## src/rtl/vcache_req_driver_pkg.sv

```systemverilog
// rtl/vcache_req_driver_pkg.sv - shared enums, cache opcodes and packet sizing for the vcache request driver
package vcache_req_driver_pkg;

    typedef enum logic [1:0] {
        TRACE_LD   = 2'd0,
        TRACE_ST   = 2'd1,
        TRACE_DONE = 2'd2,
        TRACE_NOP  = 2'd3
    } trace_op_e;

    typedef enum logic [1:0] {
        ST_ISSUE = 2'd0,
        ST_DRAIN = 2'd1,
        ST_FIN   = 2'd2
    } state_e;

    // bsg_cache opcode encodings for the word-sized accesses we issue
    localparam logic [5:0] CACHE_OP_LW = 6'b000010;
    localparam logic [5:0] CACHE_OP_LD = 6'b000011;
    localparam logic [5:0] CACHE_OP_SW = 6'b001010;
    localparam logic [5:0] CACHE_OP_SD = 6'b001011;

    // packet layout is {opcode[5:0], addr, data, byte mask}
    function automatic int bsg_cache_pkt_width(input int addr_width, input int data_width);
        return 6 + addr_width + data_width + data_width / 8;
    endfunction

    function automatic logic [5:0] mem_opcode(input logic is_store, input int data_width);
        if (data_width == 64) begin
            return is_store ? CACHE_OP_SD : CACHE_OP_LD;
        end
        return is_store ? CACHE_OP_SW : CACHE_OP_LW;
    endfunction

endpackage

```

## src/rtl/vcache_req_driver_if.sv

```systemverilog
// rtl/vcache_req_driver_if.sv - trace input, cache request and cache response handshakes of the driver
interface vcache_req_driver_if
    import vcache_req_driver_pkg::*;
#(
    parameter int addr_width_p = 32,
    parameter int data_width_p = 32
);
    localparam int pkt_width_lp = bsg_cache_pkt_width(addr_width_p, data_width_p);

    logic                    trace_v_i;
    logic [1:0]              trace_op_i;
    logic [addr_width_p-1:0] trace_addr_i;
    logic [data_width_p-1:0] trace_data_i;
    logic                    trace_yumi_o;

    logic [pkt_width_lp-1:0] cache_pkt_o;
    logic                    v_o;
    logic                    ready_i;

    logic [data_width_p-1:0] data_i;
    logic                    v_i;
    logic                    yumi_o;

    modport master (
        input  trace_v_i, trace_op_i, trace_addr_i, trace_data_i, ready_i, data_i, v_i,
        output trace_yumi_o, cache_pkt_o, v_o, yumi_o
    );

    modport slave (
        output trace_v_i, trace_op_i, trace_addr_i, trace_data_i, ready_i, data_i, v_i,
        input  trace_yumi_o, cache_pkt_o, v_o, yumi_o
    );

endinterface

```

## src/rtl/vcache_req_driver_fifo.sv

```systemverilog
// rtl/vcache_req_driver_fifo.sv - small 1r1w circular FIFO holding {is_ld, expected data} per outstanding request
module vcache_req_driver_fifo #(
    parameter int els_p   = 4,
    parameter int width_p = 33
) (
    input  logic               clk,
    input  logic               reset,
    input  logic               push,
    input  logic [width_p-1:0] push_data,
    output logic               ready,
    output logic               valid,
    output logic [width_p-1:0] pop_data,
    input  logic               pop
);
    localparam int ptr_w = (els_p > 1) ? $clog2(els_p) : 1;
    localparam int cnt_w = $clog2(els_p + 1);

    logic [width_p-1:0] mem [els_p];
    logic [ptr_w-1:0]   wr_ptr;
    logic [ptr_w-1:0]   rd_ptr;
    logic [cnt_w-1:0]   count;
    logic               do_push;
    logic               do_pop;

    function automatic logic [ptr_w-1:0] bump(input logic [ptr_w-1:0] p);
        return (p == ptr_w'(els_p - 1)) ? '0 : p + ptr_w'(1);
    endfunction

    assign ready    = (count != cnt_w'(els_p));
    assign valid    = (count != '0);
    assign pop_data = mem[rd_ptr];
    assign do_push  = push & ready;
    assign do_pop   = pop & valid;

    always_ff @(posedge clk) begin
        if (do_push) begin
            mem[wr_ptr] <= push_data;
        end
    end

    always_ff @(posedge clk) begin
        if (reset) begin
            wr_ptr <= '0;
            rd_ptr <= '0;
            count  <= '0;
        end else begin
            if (do_push) begin
                wr_ptr <= bump(wr_ptr);
            end
            if (do_pop) begin
                rd_ptr <= bump(rd_ptr);
            end
            case ({do_push, do_pop})
                2'b10:   count <= count + cnt_w'(1);
                2'b01:   count <= count - cnt_w'(1);
                default: count <= count;
            endcase
        end
    end

endmodule

```

## src/rtl/vcache_req_driver.sv

```systemverilog
// rtl/vcache_req_driver.sv - trace-driven vcache request master with in-order load checking and end-of-trace stat strobe
module vcache_req_driver
    import vcache_req_driver_pkg::*;
#(
    parameter int addr_width_p = 32,
    parameter int data_width_p = 32,
    parameter int max_out_p    = 4
) (
    input  logic                    clk_i,
    input  logic                    reset_i,
    vcache_req_driver_if.master     bus,
    output logic [31:0]             ld_count_o,
    output logic [31:0]             st_count_o,
    output logic [31:0]             mismatch_count_o,
    output logic                    print_stat_v_o,
    output logic [data_width_p-1:0] print_stat_tag_o,
    output logic                    done_o,
    output logic                    error_o
);
    localparam int out_w  = $clog2(max_out_p + 1);
    localparam int mask_w = data_width_p / 8;

    state_e                  state_r, state_n;
    trace_op_e               op;
    logic [out_w-1:0]        outstanding_r;
    logic [data_width_p-1:0] tag_r;
    logic [31:0]             ld_count_r, st_count_r, mismatch_count_r;
    logic                    error_r;

    logic                    is_mem, can_issue, issue, retire;
    logic                    req_v, trace_yumi, print_stat_v, done_consume;
    logic                    fifo_ready, fifo_v;
    logic [data_width_p:0]   fifo_data;

    assign op     = trace_op_e'(bus.trace_op_i);
    assign is_mem = (op == TRACE_LD) || (op == TRACE_ST);

    // FIFO ready is redundant with the outstanding limit but keeps the queue safe on its own
    assign can_issue = (outstanding_r < out_w'(max_out_p)) & fifo_ready;
    assign issue     = req_v & bus.ready_i;
    assign retire    = bus.v_i & fifo_v;

    assign bus.cache_pkt_o  = {mem_opcode(op == TRACE_ST, data_width_p),
                               bus.trace_addr_i, bus.trace_data_i, {mask_w{1'b1}}};
    assign bus.v_o          = req_v;
    assign bus.trace_yumi_o = trace_yumi;
    assign bus.yumi_o       = bus.v_i;

    vcache_req_driver_fifo #(
        .els_p  (max_out_p),
        .width_p(1 + data_width_p)
    ) exp_fifo (
        .clk      (clk_i),
        .reset    (reset_i),
        .push     (issue),
        .push_data({op == TRACE_LD, bus.trace_data_i}),
        .ready    (fifo_ready),
        .valid    (fifo_v),
        .pop_data (fifo_data),
        .pop      (retire)
    );

    always_ff @(posedge clk_i) begin
        if (reset_i) begin
            state_r <= ST_ISSUE;
        end else begin
            state_r <= state_n;
        end
    end

    always_comb begin
        state_n      = state_r;
        req_v        = 1'b0;
        trace_yumi   = 1'b0;
        print_stat_v = 1'b0;
        done_consume = 1'b0;
        unique case (state_r)
            ST_ISSUE: begin
                if (bus.trace_v_i) begin
                    if (is_mem) begin
                        req_v      = can_issue;
                        trace_yumi = can_issue & bus.ready_i;
                    end else begin
                        trace_yumi = 1'b1;
                        if (op == TRACE_DONE) begin
                            done_consume = 1'b1;
                            state_n      = ST_DRAIN;
                        end
                    end
                end
            end
            ST_DRAIN: begin
                // the strobe fires in the single cycle the machine leaves DRAIN
                if (outstanding_r == '0) begin
                    print_stat_v = 1'b1;
                    state_n      = ST_FIN;
                end
            end
            ST_FIN: begin
                state_n = ST_FIN;
            end
            default: begin
                state_n = ST_ISSUE;
            end
        endcase
    end

    always_ff @(posedge clk_i) begin
        if (reset_i) begin
            outstanding_r <= '0;
        end else begin
            case ({issue, retire})
                2'b10:   outstanding_r <= outstanding_r + out_w'(1);
                2'b01:   outstanding_r <= outstanding_r - out_w'(1);
                default: outstanding_r <= outstanding_r;
            endcase
        end
    end

    always_ff @(posedge clk_i) begin
        if (reset_i) begin
            tag_r            <= '0;
            error_r          <= 1'b0;
            ld_count_r       <= '0;
            st_count_r       <= '0;
            mismatch_count_r <= '0;
        end else begin
            if (done_consume) begin
                tag_r <= bus.trace_data_i;
            end
            if (bus.v_i && !fifo_v) begin
                error_r <= 1'b1;
            end
            if (retire) begin
                if (fifo_data[data_width_p]) begin
                    ld_count_r <= ld_count_r + 32'd1;
                    if (fifo_data[data_width_p-1:0] != bus.data_i) begin
                        mismatch_count_r <= mismatch_count_r + 32'd1;
                    end
                end else begin
                    st_count_r <= st_count_r + 32'd1;
                end
            end
        end
    end

    assign ld_count_o       = ld_count_r;
    assign st_count_o       = st_count_r;
    assign mismatch_count_o = mismatch_count_r;
    assign error_o          = error_r;
    assign print_stat_v_o   = print_stat_v;
    assign print_stat_tag_o = print_stat_v ? tag_r : '0;
    assign done_o           = print_stat_v | (state_r == ST_FIN);

endmodule

```

## src/flat_wrapper.sv

```systemverilog
// flat-port wrapper written by rule: the top's interface ports become plain ports
module vcache_req_driver_flat import vcache_req_driver_pkg::*;
#(
    parameter int addr_width_p = 32,
    parameter int data_width_p = 32,
    parameter int max_out_p    = 4
)
  (clk_i, reset_i, ld_count_o, st_count_o, mismatch_count_o, print_stat_v_o, print_stat_tag_o, done_o, error_o, bus_trace_v_i, bus_trace_op_i, bus_trace_addr_i, bus_trace_data_i, bus_ready_i, bus_data_i, bus_v_i, bus_trace_yumi_o, bus_cache_pkt_o, bus_v_o, bus_yumi_o);
  vcache_req_driver_if #(.addr_width_p(addr_width_p), .data_width_p(data_width_p)) bus_i ();
  input  logic clk_i;
  input  logic reset_i;
  output logic [31:0] ld_count_o;
  output logic [31:0] st_count_o;
  output logic [31:0] mismatch_count_o;
  output logic print_stat_v_o;
  output logic [data_width_p-1:0] print_stat_tag_o;
  output logic done_o;
  output logic error_o;
  input wire logic [$bits(bus_i.trace_v_i)-1:0] bus_trace_v_i;
  input wire logic [$bits(bus_i.trace_op_i)-1:0] bus_trace_op_i;
  input wire logic [$bits(bus_i.trace_addr_i)-1:0] bus_trace_addr_i;
  input wire logic [$bits(bus_i.trace_data_i)-1:0] bus_trace_data_i;
  input wire logic [$bits(bus_i.ready_i)-1:0] bus_ready_i;
  input wire logic [$bits(bus_i.data_i)-1:0] bus_data_i;
  input wire logic [$bits(bus_i.v_i)-1:0] bus_v_i;
  output wire logic [$bits(bus_i.trace_yumi_o)-1:0] bus_trace_yumi_o;
  output wire logic [$bits(bus_i.cache_pkt_o)-1:0] bus_cache_pkt_o;
  output wire logic [$bits(bus_i.v_o)-1:0] bus_v_o;
  output wire logic [$bits(bus_i.yumi_o)-1:0] bus_yumi_o;
  assign bus_i.trace_v_i = bus_trace_v_i;
  assign bus_i.trace_op_i = bus_trace_op_i;
  assign bus_i.trace_addr_i = bus_trace_addr_i;
  assign bus_i.trace_data_i = bus_trace_data_i;
  assign bus_i.ready_i = bus_ready_i;
  assign bus_i.data_i = bus_data_i;
  assign bus_i.v_i = bus_v_i;
  assign bus_trace_yumi_o = bus_i.trace_yumi_o;
  assign bus_cache_pkt_o = bus_i.cache_pkt_o;
  assign bus_v_o = bus_i.v_o;
  assign bus_yumi_o = bus_i.yumi_o;
  vcache_req_driver #(.addr_width_p(addr_width_p), .data_width_p(data_width_p), .max_out_p(max_out_p)) u_core (.clk_i(clk_i), .reset_i(reset_i), .bus(bus_i), .ld_count_o(ld_count_o), .st_count_o(st_count_o), .mismatch_count_o(mismatch_count_o), .print_stat_v_o(print_stat_v_o), .print_stat_tag_o(print_stat_tag_o), .done_o(done_o), .error_o(error_o));
endmodule
```

## config.mk

```make
export PLATFORM = sky130hd
export DESIGN_NAME = vcache_req_driver_flat
export DESIGN_NICKNAME = d
export VERILOG_FILES = /design/src/rtl/vcache_req_driver_pkg.sv /design/src/rtl/vcache_req_driver_if.sv /design/src/rtl/vcache_req_driver_fifo.sv /design/src/rtl/vcache_req_driver.sv /design/src/flat_wrapper.sv
export SDC_FILE = /design/constraint.sdc
export NUM_CORES = 1
export LEC_CHECK = 0
export ABC_AREA = 1
export CORE_MARGIN = 8
export CORE_UTILIZATION = 45
export DETAILED_ROUTE_END_ITERATION = 12
export HOLD_SLACK_MARGIN = 0.02
export PLACE_DENSITY = 0.82
export REMOVE_ABC_BUFFERS = 1
export SLEW_MARGIN = 20
export SYNTH_ARGS = -nofsm -noshare
export SYNTH_HDL_FRONTEND = slang
export SYNTH_SLANG_ARGS = --single-unit
```

## constraint.sdc

```tcl
create_clock -name clk_i -period 2.8 [get_ports clk_i]
set_clock_uncertainty 0.2 [all_clocks]
set_input_delay 0.28 -clock clk_i [delete_from_list [all_inputs] [get_ports clk_i]]
set_output_delay 0.28 -clock clk_i [all_outputs]
set_load 0.01 [all_outputs]
```

# == Word-level counts from Yosys, hierarchy flattened ==
# Memory sizes are Yosys's and may differ from the RTL's. A register that Yosys moved wholly into a read port is not among the register bits.
# Index checks and enable logic that the tools add are counted.
# word_totals
regBits,141
latchBits,0
ramBits,132
mem_bits_ro,0
in_bits,103
elab_cells,85
memories,1
# classes
add_sub_neg,9
n_mul,0
div,0
magnitude_cmp,1
eq_ne,16
shift,0
n_mux,27
bitwise_logic,8
reduce_logical,13
# mem_list
name,depth,width,rd,rd_ports_with_merged_regs,write_ports,line_no,text
u_core.exp_fifo.mem,4,33,1,1,1,vcache_req_driver_fifo.sv:18,logic [width_p-1:0] mem [els_p];
# op_table
cell,n
adder 32 x 1 -> 32 bit (second input constant),3
two-way mux 32 bit,1
!= test 32 bit,1
two-way mux 2 bit,8
two-way mux 1 bit,14
equality test 2 bit (second input constant),6
case mux 3 bit (2 select lines),2
equality test 2 x 1 -> 1 bit (second input constant),4
adder 3 x 1 -> 3 bit (second input constant),2
bitwise AND 1 bit,6
case mux 2 bit (3 select lines),1
subtractor 3 x 1 -> 3 bit (second input constant),2
adder 2 x 1 -> 2 bit (second input constant),2
logical NOT 2 bit,2
two-way mux 4 bit,1
!= test 2 x 1 -> 1 bit (second input constant),2
!= test 2 bit (second input constant),2
AND reduction 2 bit,2
AND reduction 4 bit,1
nonzero test 2 bit,2
logical NOT 3 bit,1
< comparator 3 bit (second input constant),1
!= test 3 bit (second input constant),1
AND reduction 3 bit,1
6 further kinds,6

# == Longest topological paths before layout ==
# Gate-level depths: netlist of run 1.
# depth
ltp_word,9
ltp_mapped,17
ltp_nobuf,15

# == Hierarchy ==
# A second synthesis of run 1 with hierarchy kept.
# hier_totals
hier_cells,1553
hier_area_um2,13035.0
# modules_own_cells
module,instances,cells_each,area_each_um2,seq_area_each_um2
vcache_req_driver,1,1164,7612.3,2682.6
vcache_req_driver_fifo,1,389,5422.7,4144.0

# == Worst setup path after synthesis of run 1 ==
# OpenSTA, ideal clock, no wires.
# synth_path
kind,reg-to-reg
startpoint,reg u_core.exp_fifo.count[1]
endpoint,"mem u_core.exp_fifo.mem[0][0], enable pin"
setup_ns,0.423
arrival_time_ns,2.551
required_ns,2.177
path_slack_ns,-0.374
stages_incl_launch_ff,7
path_cell_list,dfxtp_1 > inv_1 > a31oi_1 > nand3_1 > nor2_1 > nand2_1 > nor2_1
# synth_between
elab_chain_len,9
# synth_rtl
element,line_no,text
from (decl),vcache_req_driver_fifo.sv:21,logic [cnt_w-1:0] count;
from (signal assigned),vcache_req_driver_fifo.sv:54,2'b10: count <= count + cnt_w'(1);
from (signal assigned),vcache_req_driver_fifo.sv:55,2'b01: count <= count - cnt_w'(1);
from (signal assigned),vcache_req_driver_fifo.sv:56,default: count <= count;
!= test 3 bit,vcache_req_driver_fifo.sv:29,assign ready = (count != cnt_w'(els_p));
bitwise AND 1 bit,vcache_req_driver.sv:39,assign can_issue = (outstanding_r < out_w'(max_out_p)) & fifo_ready;
two-way mux 1 bit,vcache_req_driver.sv:80,if (is_mem) begin
two-way mux 1 bit,vcache_req_driver.sv:79,if (bus.trace_v_i) begin
two-way mux 1 bit,vcache_req_driver.sv:77,unique case (state_r)
named net bus_v_o,flat_wrapper.sv:28,output wire logic [$bits(bus_i.v_o)-1:0] bus_v_o;
bitwise AND 1 bit,vcache_req_driver.sv:40,assign issue = req_v & bus.ready_i;
bitwise AND 1 bit,vcache_req_driver_fifo.sv:32,assign do_push = push & ready;
two-way mux 1 bit,vcache_req_driver_fifo.sv:36,if (do_push) begin
two-way mux 1 bit (not written as such),vcache_req_driver_fifo.sv:37,mem[wr_ptr] <= push_data;
to (decl),vcache_req_driver_fifo.sv:18,
# The timed path passes the listed nets, and every way through them passes these cells.

# == Worst setup path in the final report of run 1 ==
# layout_path
startpoint,reg u_core.exp_fifo.count[1]
endpoint,out bus_v_o
# layout_between
elab_chain_len,5
# layout_rtl
element,line_no
!= test 3 bit,vcache_req_driver_fifo.sv:29
bitwise AND 1 bit,vcache_req_driver.sv:39
two-way mux 1 bit,vcache_req_driver.sv:80
two-way mux 1 bit,vcache_req_driver.sv:79
two-way mux 1 bit,vcache_req_driver.sv:77
to (decl),flat_wrapper.sv:28
# Every way passes these cells.

==> flow_summary_export.csv, run 1 <==
group,metric,value,unit
outcome,status,"finished, final reports clean",
logic_synthesis,syn_area,13200,um2
critical_path,path_max_fanout,4,
floorplanning,rows,62,
global_route,antenna_found_initial,2,
critical_path,crit_chain,"inv_1 -> a31oi_1 -> nand3_1 -> nor2_1 -> clkdlybuf4s50_1",
pwr,ir_drop,492,uV
logic_synthesis,synth_top_area_share,30.0,%
logic_synthesis,synth.ff_latch_count,275,
logic_synthesis,ys_warn_count,0,
floorplanning,core,28800,um2
floorplanning,ios,311,
detailed_routing,met1_length,15000,um
critical_path,cp_num_buf_inv,2,
clocking,cts_max_path_buffers,3,
critical_path,cpLargestDelayFamily,"buffers and inverters",
layout,syn_to_final_growth,26.4,%
global_route,grt_pass1_wl,56100,um
placed_design,dp_hpwl,24700,um
clocking,insertion_delay,550,ps
logic_synthesis,seq_area_frac_synth,51.7,%
layout,final_nets,1937,
detailed_routing,top_layer,"met5",
clocking,cts_buffers,29,
timing,rsz0062_at_grt,"no",
worst_hold_path,min_path_type,"in -> reg",
floorplanning,die_x,187,um
critical_path,slowest_stage,"clkdlybuf4s50_1",
detailed_routing,drtIter0Drc,873,
floorplanning,dieArea,35100,um2
layout,final_layout_size_suffix_gt1_share,4.99,%
detailed_routing,met2_length,16900,um
clocking,clk_transition_reported_paths,70,ps
detailed_routing,vias_per_cell,5.16,
detailed_routing,wl,35300,um
critical_path,crit_type,"reg -> out",
critical_path,end_kind,"primary output",
critical_path,critPathRequiredTime,2320,ps
clocking,htreeDepth,1,
detailed_routing,wl_met3,2890,um
timing,hold_viol_final,0,
pwr,power.static_leakage,0.00692,uW
detailed_routing,antenna_left,0,
global_route,grt_overflow,0,
pwr,p_per_area,669,nW/um2
job,maxCapViolCount,0,
detailed_routing,drc,0,
logic_synthesis,avgSynthCellArea,8.04,um2
floorplanning,die_h,187,um
detailed_routing,avgRoutedWirePerCell,15.9,um
placed_design,globalplace.congestion,0.915,
placed_design,dp_cells,2171,
critical_path,crit_arrival,2160,ps
critical_path,cpPeakStageDelay,590,ps
logic_synthesis,synth_top_area_cell,"edfxtp_1",
layout,instances_no_fill,2228,
global_route,grt_pass1_vias,11145,
clocking,cts_tree,"yes",
logic_synthesis,async_flop_share,0,%
detailed_routing,dr_total_vias,11498,
logic_synthesis,synthDistinctLibCells,37,
logic_synthesis,synthTopCellsByArea,"edfxtp_1, dfxtp_1, nand2_1",
timing,worstMarginPinSlew,605,ps
detailed_routing,firstDrtPassIters,6,
critical_path,crit_path_start_kind,"flop",
timing,setup_violations,0,
logic_synthesis,synth_edf_count,132,
clocking,cts_num_sinks,275,
logic_synthesis,synth-main-ff-cell,"dfxtp_1",
clocking,cts-root-buf,"clkbuf_16",
timing,hold_slack,232,ps
timing,final-max-slew-violation-count,0,
logic_synthesis,netlist_instances,1643,
logic_synthesis,synth_most_common_cell,"nand2_1",
timing,layout_min_cycle_time,2640,ps
placed_design,io_buffers,237,
timing,relSlewSlack,59.7,%
global_route,grt_start_max_net_pins,65,
floorplanning,start_util,45.9,%
timing,fin_crit_sh,94.4,%
logic_synthesis,synth_common_cells,"nand2_1, inv_1, nand3_1",
global_route,grt_usage,19.1,%
timing,fmax,378,MHz
[timing repair]
item	4_1_cts	5_1_grt
hold buffers	0	0
cloned	0	0
setup endpoints to repair	32	48
gates resized for setup	0	36
buffers inserted	1	0
pin swaps	1	0
[per-layer routing]
layer  global-route usage (%)  vias to the layer above
met5                     1.28                        -
met3                     5.29                       48
met1                     23.0                     5346
met4                     4.31                        2
met2                     33.2                      458
li1                         -                     5644
[worst paths after layout]
| kind | startpoint | endpoint | slack, ps | cells past startpoint |
|---|---|---|---|---|
| worst max register to register | flop | u_core.mismatch_count_o[5] | 290 | 14 |
| worst min-delay path | bus_trace_data_i[7] | u_core.exp_fifo.mem[0][7] | 230 | 1 |
| worst min register to register | u_core.tag_r[1] | u_core.tag_r[1] | 250 | 2 |
| worst max-delay path | u_core.exp_fifo.count[1] | bus_v_o | 160 | 5 |
[worst reg2reg max path: cells and delay by family (launching register included)]
family	cells	cell delay (ps)
buffers and inverters	3	620
and+or+nand+nor	10	950
DFF	1	370
AOI/OAI and AO/OA	1	270
[area by class of cell]
type | count | area (um2)
clock inverter | 10 | 115
sequential | 275 | 6830
multi-input combinational | 1058 | 4930
tap | 384 | 480
timing repair buffer | 265 | 2770
antenna | 2 | 5.00
inverter | 190 | 713
fill | 2414 | 12100
clock buffer | 44 | 852
[power by group]
part | internal (uW) | leakage [uW] | switching, uW | total (uW)
Combinational | 1030 | 0.00409 | 1700 | 2730
Sequential | 4440 | 0.00235 | 136 | 4570
Clock | 2290 | 0.000481 | 1590 | 3870
Total | 7750 | 0.00692 | 3430 | 11200
[cells by family (layout without fill, tap and decap cells)]
logic type,count (synthesis),after routing,share of synthesized area [%]
buf+inv,317,509,11.5
xor+xnor,16,16,1.06
other cells,2,11,0.0568
fa+ha+maj,15,15,1.53
simple gates,803,803,25.8
compound gates,215,215,8.43
flops,275,275,51.7
[per-stage QoR]
stage	power [uW]	utilization, %	TNS, ps	instance area, um2	setup slack, ps
3_3_place_gp	7240	54.3	0	15600	215
5_1_grt	11800	58.0	0	16700	29.1
3_5_place_dp	7350	54.3	0	15600	171
4_1_cts	11200	57.7	0	16600	18.6
2_1_floorplan	6230	-	-117940	12400	-1060
6_report	11200	58.0	0	16700	157
[cell usage in the layout (no fill, tap or decap), types with 3 or more instances in the layout]
cell type / n
dlymetal6s2s_1: 33
nor4_1: 3
nand3_1: 166
o21a_1: 5
nor2_4: 5
nor2_1: 154
a211oi_1: 5
edfxtp_1: 132
xnor2_1: 4
conb_1: 9
ha_1: 13
inv_2: 3
nand4_1: 16
nor3_1: 39
xor2_1: 12
nand2_2: 3
o21ai_0: 78
dfxtp_1: 142
clkbuf_16: 29
clkbuf_8: 7
inv_1: 187
buf_4: 18
clkinv_2: 5
and3_1: 4
buf_12: 8
clkbuf_1: 8
nor3b_1: 4
nand3b_1: 7
nor2_2: 4
nand2_1: 394
a21oi_1: 122
clkdlybuf4s50_1: 204
[sequential cells by signal, indices dropped and copies added, names as in the netlist, named ones only]
name	cells
u_core.exp_fifo.wr_ptr	2
u_core.exp_fifo.mem	132
u_core.error_o	1
u_core.st_count_o	32
u_core.mismatch_count_o	32
u_core.exp_fifo.rd_ptr	2
u_core.tag_r	32
u_core.exp_fifo.count	3
u_core.state_r	2
u_core.outstanding_r	3
u_core.ld_count_o	32
Power figures use the tool's default switching activity.
==> run 2: changes to the inputs <==
--- a/config.mk
+++ b/config.mk
@@ -12,6 +12,7 @@
 export HOLD_SLACK_MARGIN = 0.02
 export PLACE_DENSITY = 0.82
 export REMOVE_ABC_BUFFERS = 1
+export SETUP_SLACK_MARGIN = 0.1
 export SLEW_MARGIN = 20
 export SYNTH_ARGS = -nofsm -noshare
 export SYNTH_HDL_FRONTEND = slang
==> flow_summary_export.csv, run 2 (synthesis results as in run 1) <==
group,metric,value,unit
outcome,status,"finished, final reports clean",
worst_hold_path,min_path_type,"in -> reg",
timing,hold_slack,228,ps
floorplanning,rows,62,
clocking,cts_tree,"yes",
job,maxCapViolCount,0,
critical_path,r2r_cells,14,
layout,final_nets,1938,
critical_path,crit_chain,"inv_1 -> a31oi_1 -> nand3_1 -> nor2_2 -> clkdlybuf4s50_1",
clocking,clk_transition_reported_paths,70,ps
layout,syn_to_final_growth,25.8,%
detailed_routing,wl,35400,um
detailed_routing,avgRoutedWirePerCell,15.9,um
worst_hold_path,hp-start,"bus_trace_data_i[7]",
clocking,htreeDepth,1,
critical_path,crit_arrival,2140,ps
timing,rsz0062_at_grt,"yes",
floorplanning,ios,311,
timing,setup_violations,0,
critical_path,slowest_stage,"clkdlybuf4s50_1",
critical_path,cp_num_buf_inv,2,
global_route,grt_usage,19.1,%
floorplanning,core,28800,um2
global_route,antenna_found_initial,2,
detailed_routing,drtIter0Drc,858,
placed_design,placed_area,15600,um2
layout,n_fill_cell,2439,
critical_path,timing.rr.end,"u_core.mismatch_count_o[16]",
layout,layout_commonest_cell,"nand2_1",
global_route,grt_overflow,0,
global_route,grt_pass1_vias,11145,
layout,multiInputGateArea,4940,um2
layout,layout_common_cells,"nand2_1, clkdlybuf4s50_1, inv_1",
clocking,cts_buffers,29,
timing,worstMarginPinSlew,585,ps
critical_path,crit_path_start_kind,"flop",
placed_design,globalplace.congestion,0.915,
pwr,ir_drop,467,uV
critical_path,path_max_fanout,4,
clocking,cts_max_path_buffers,3,
detailed_routing,drc,0,
detailed_routing,dr_total_vias,11493,
detailed_routing,antenna_left,0,
placed_design,dp_hpwl,24700,um
critical_path,cpLargestDelayFamily,"buffers and inverters",
layout,regMostFlops,"u_core.exp_fifo.mem",
placed_design,io_buffers,237,
clocking,cts_num_sinks,275,
floorplanning,start_util,45.9,%
timing,fmax,381,MHz
global_route,grt_start_max_net_pins,65,
floorplanning,dieArea,35100,um2
critical_path,crit_type,"reg -> out",
timing,hold_viol_final,0,
timing,layout_min_cycle_time,2620,ps
detailed_routing,vias_per_cell,5.16,
worst_hold_path,whs_endpoint,"u_core.exp_fifo.mem[1][7]",
pwr,p_per_area,674,nW/um2
clocking,cts-root-buf,"clkbuf_16",
layout,regArea,6830,um2
timing,relSlewSlack,61.0,%
critical_path,cpPeakStageDelay,570,ps
layout,fin_area,16600,um2
floorplanning,die_x,187,um
critical_path,r2r_slack,290,ps
critical_path,end_kind,"primary output",
critical_path,critPathRequiredTime,2320,ps
floorplanning,die_h,187,um
clocking,insertion_delay,560,ps
pwr,power.static_leakage,0.00655,uW
global_route,grt_pass1_wl,56100,um
worst_hold_path,holdPathStages,1,
layout,largest_reg_flops,132,
layout,final_layout_size_suffix_gt1_share,5.10,%
timing,final-max-slew-violation-count,0,
timing,fin_crit_sh,93.6,%
detailed_routing,firstDrtPassIters,6,
## run 2: cell count changes in the layout (fill, tap and decap cells not counted)
cell	delta
dlymetal6s2s_1	-28
nor2_1	-1
clkdlybuf4s50_1	-1
clkbuf_16	+1
dlygate4sd2_1	+29
nor2_2	+1
## run 2: area by class of cell
class,instances,area share (%)
Multi-Input combinational cell,1058,29.7
Tap cell,384,2.89
Clock inverter,10,0.693
Inverter,190,4.29
Antenna cell,2,0.0301
Sequential cell,275,41.1
Timing Repair Buffer,266,16.2
Clock buffer,44,5.13
## run 2: power by group
part	leakage (uW)	internal, uW	switching, uW
Clock	0.000481	2290	1590
Sequential	0.00235	4440	136
Combinational	0.00372	1040	1710
Total	0.00655	7760	3440
## run 2: routing by layer
metal  vias up  global-route usage, %  part of all wire, %
met5         -                   1.28                0.099
met4         2                   4.31                  1.7
met3        48                   5.29                  8.5
met2       448                   33.2                   48
met1      5347                   23.0                   42
li1       5648                      -                    -
## run 2: how the worst max path moves through the flow
stage	start	cells after the start	slack, ps	endpoint
floorplan	flop	13	-1060	u_core.mismatch_count_o[0]
global placement	bus_v_i	10	210	u_core.ld_count_o[30]
detailed placement	bus_v_i	10	170	u_core.ld_count_o[30]
CTS	u_core.state_r[1]	7	100	print_stat_tag_o[30]
global route	u_core.exp_fifo.count[0]	5	80	bus_v_o
finish	u_core.exp_fifo.count[1]	5	180	bus_v_o
## run 2: what timing repair did
item,in CTS,in global routing
endpoints found under the setup margin,33,43
hold buffers,0,0
resized for setup,29,9
setup buffers,1,0
cloned,0,1
pin swaps,1,0
## run 2: per-stage QoR
| stage | utilization, % | std cells | setup WS (ps) | power (uW) | TNS (ps) |
|---|---|---|---|---|---|
| after floorplan | - | 1523 | -1060 | 6230 | -117940 |
| after global placement | 54.3 | 2171 | 215 | 7240 | 0 |
| after detailed placement | 54.3 | 2171 | 171 | 7350 | 0 |
| after CTS | 57.6 | 2226 | 101 | 11200 | 0 |
| after global routing | 57.8 | 2229 | 83.0 | 11800 | 0 |
| final | 57.8 | 2229 | 178 | 11200 | 0 |
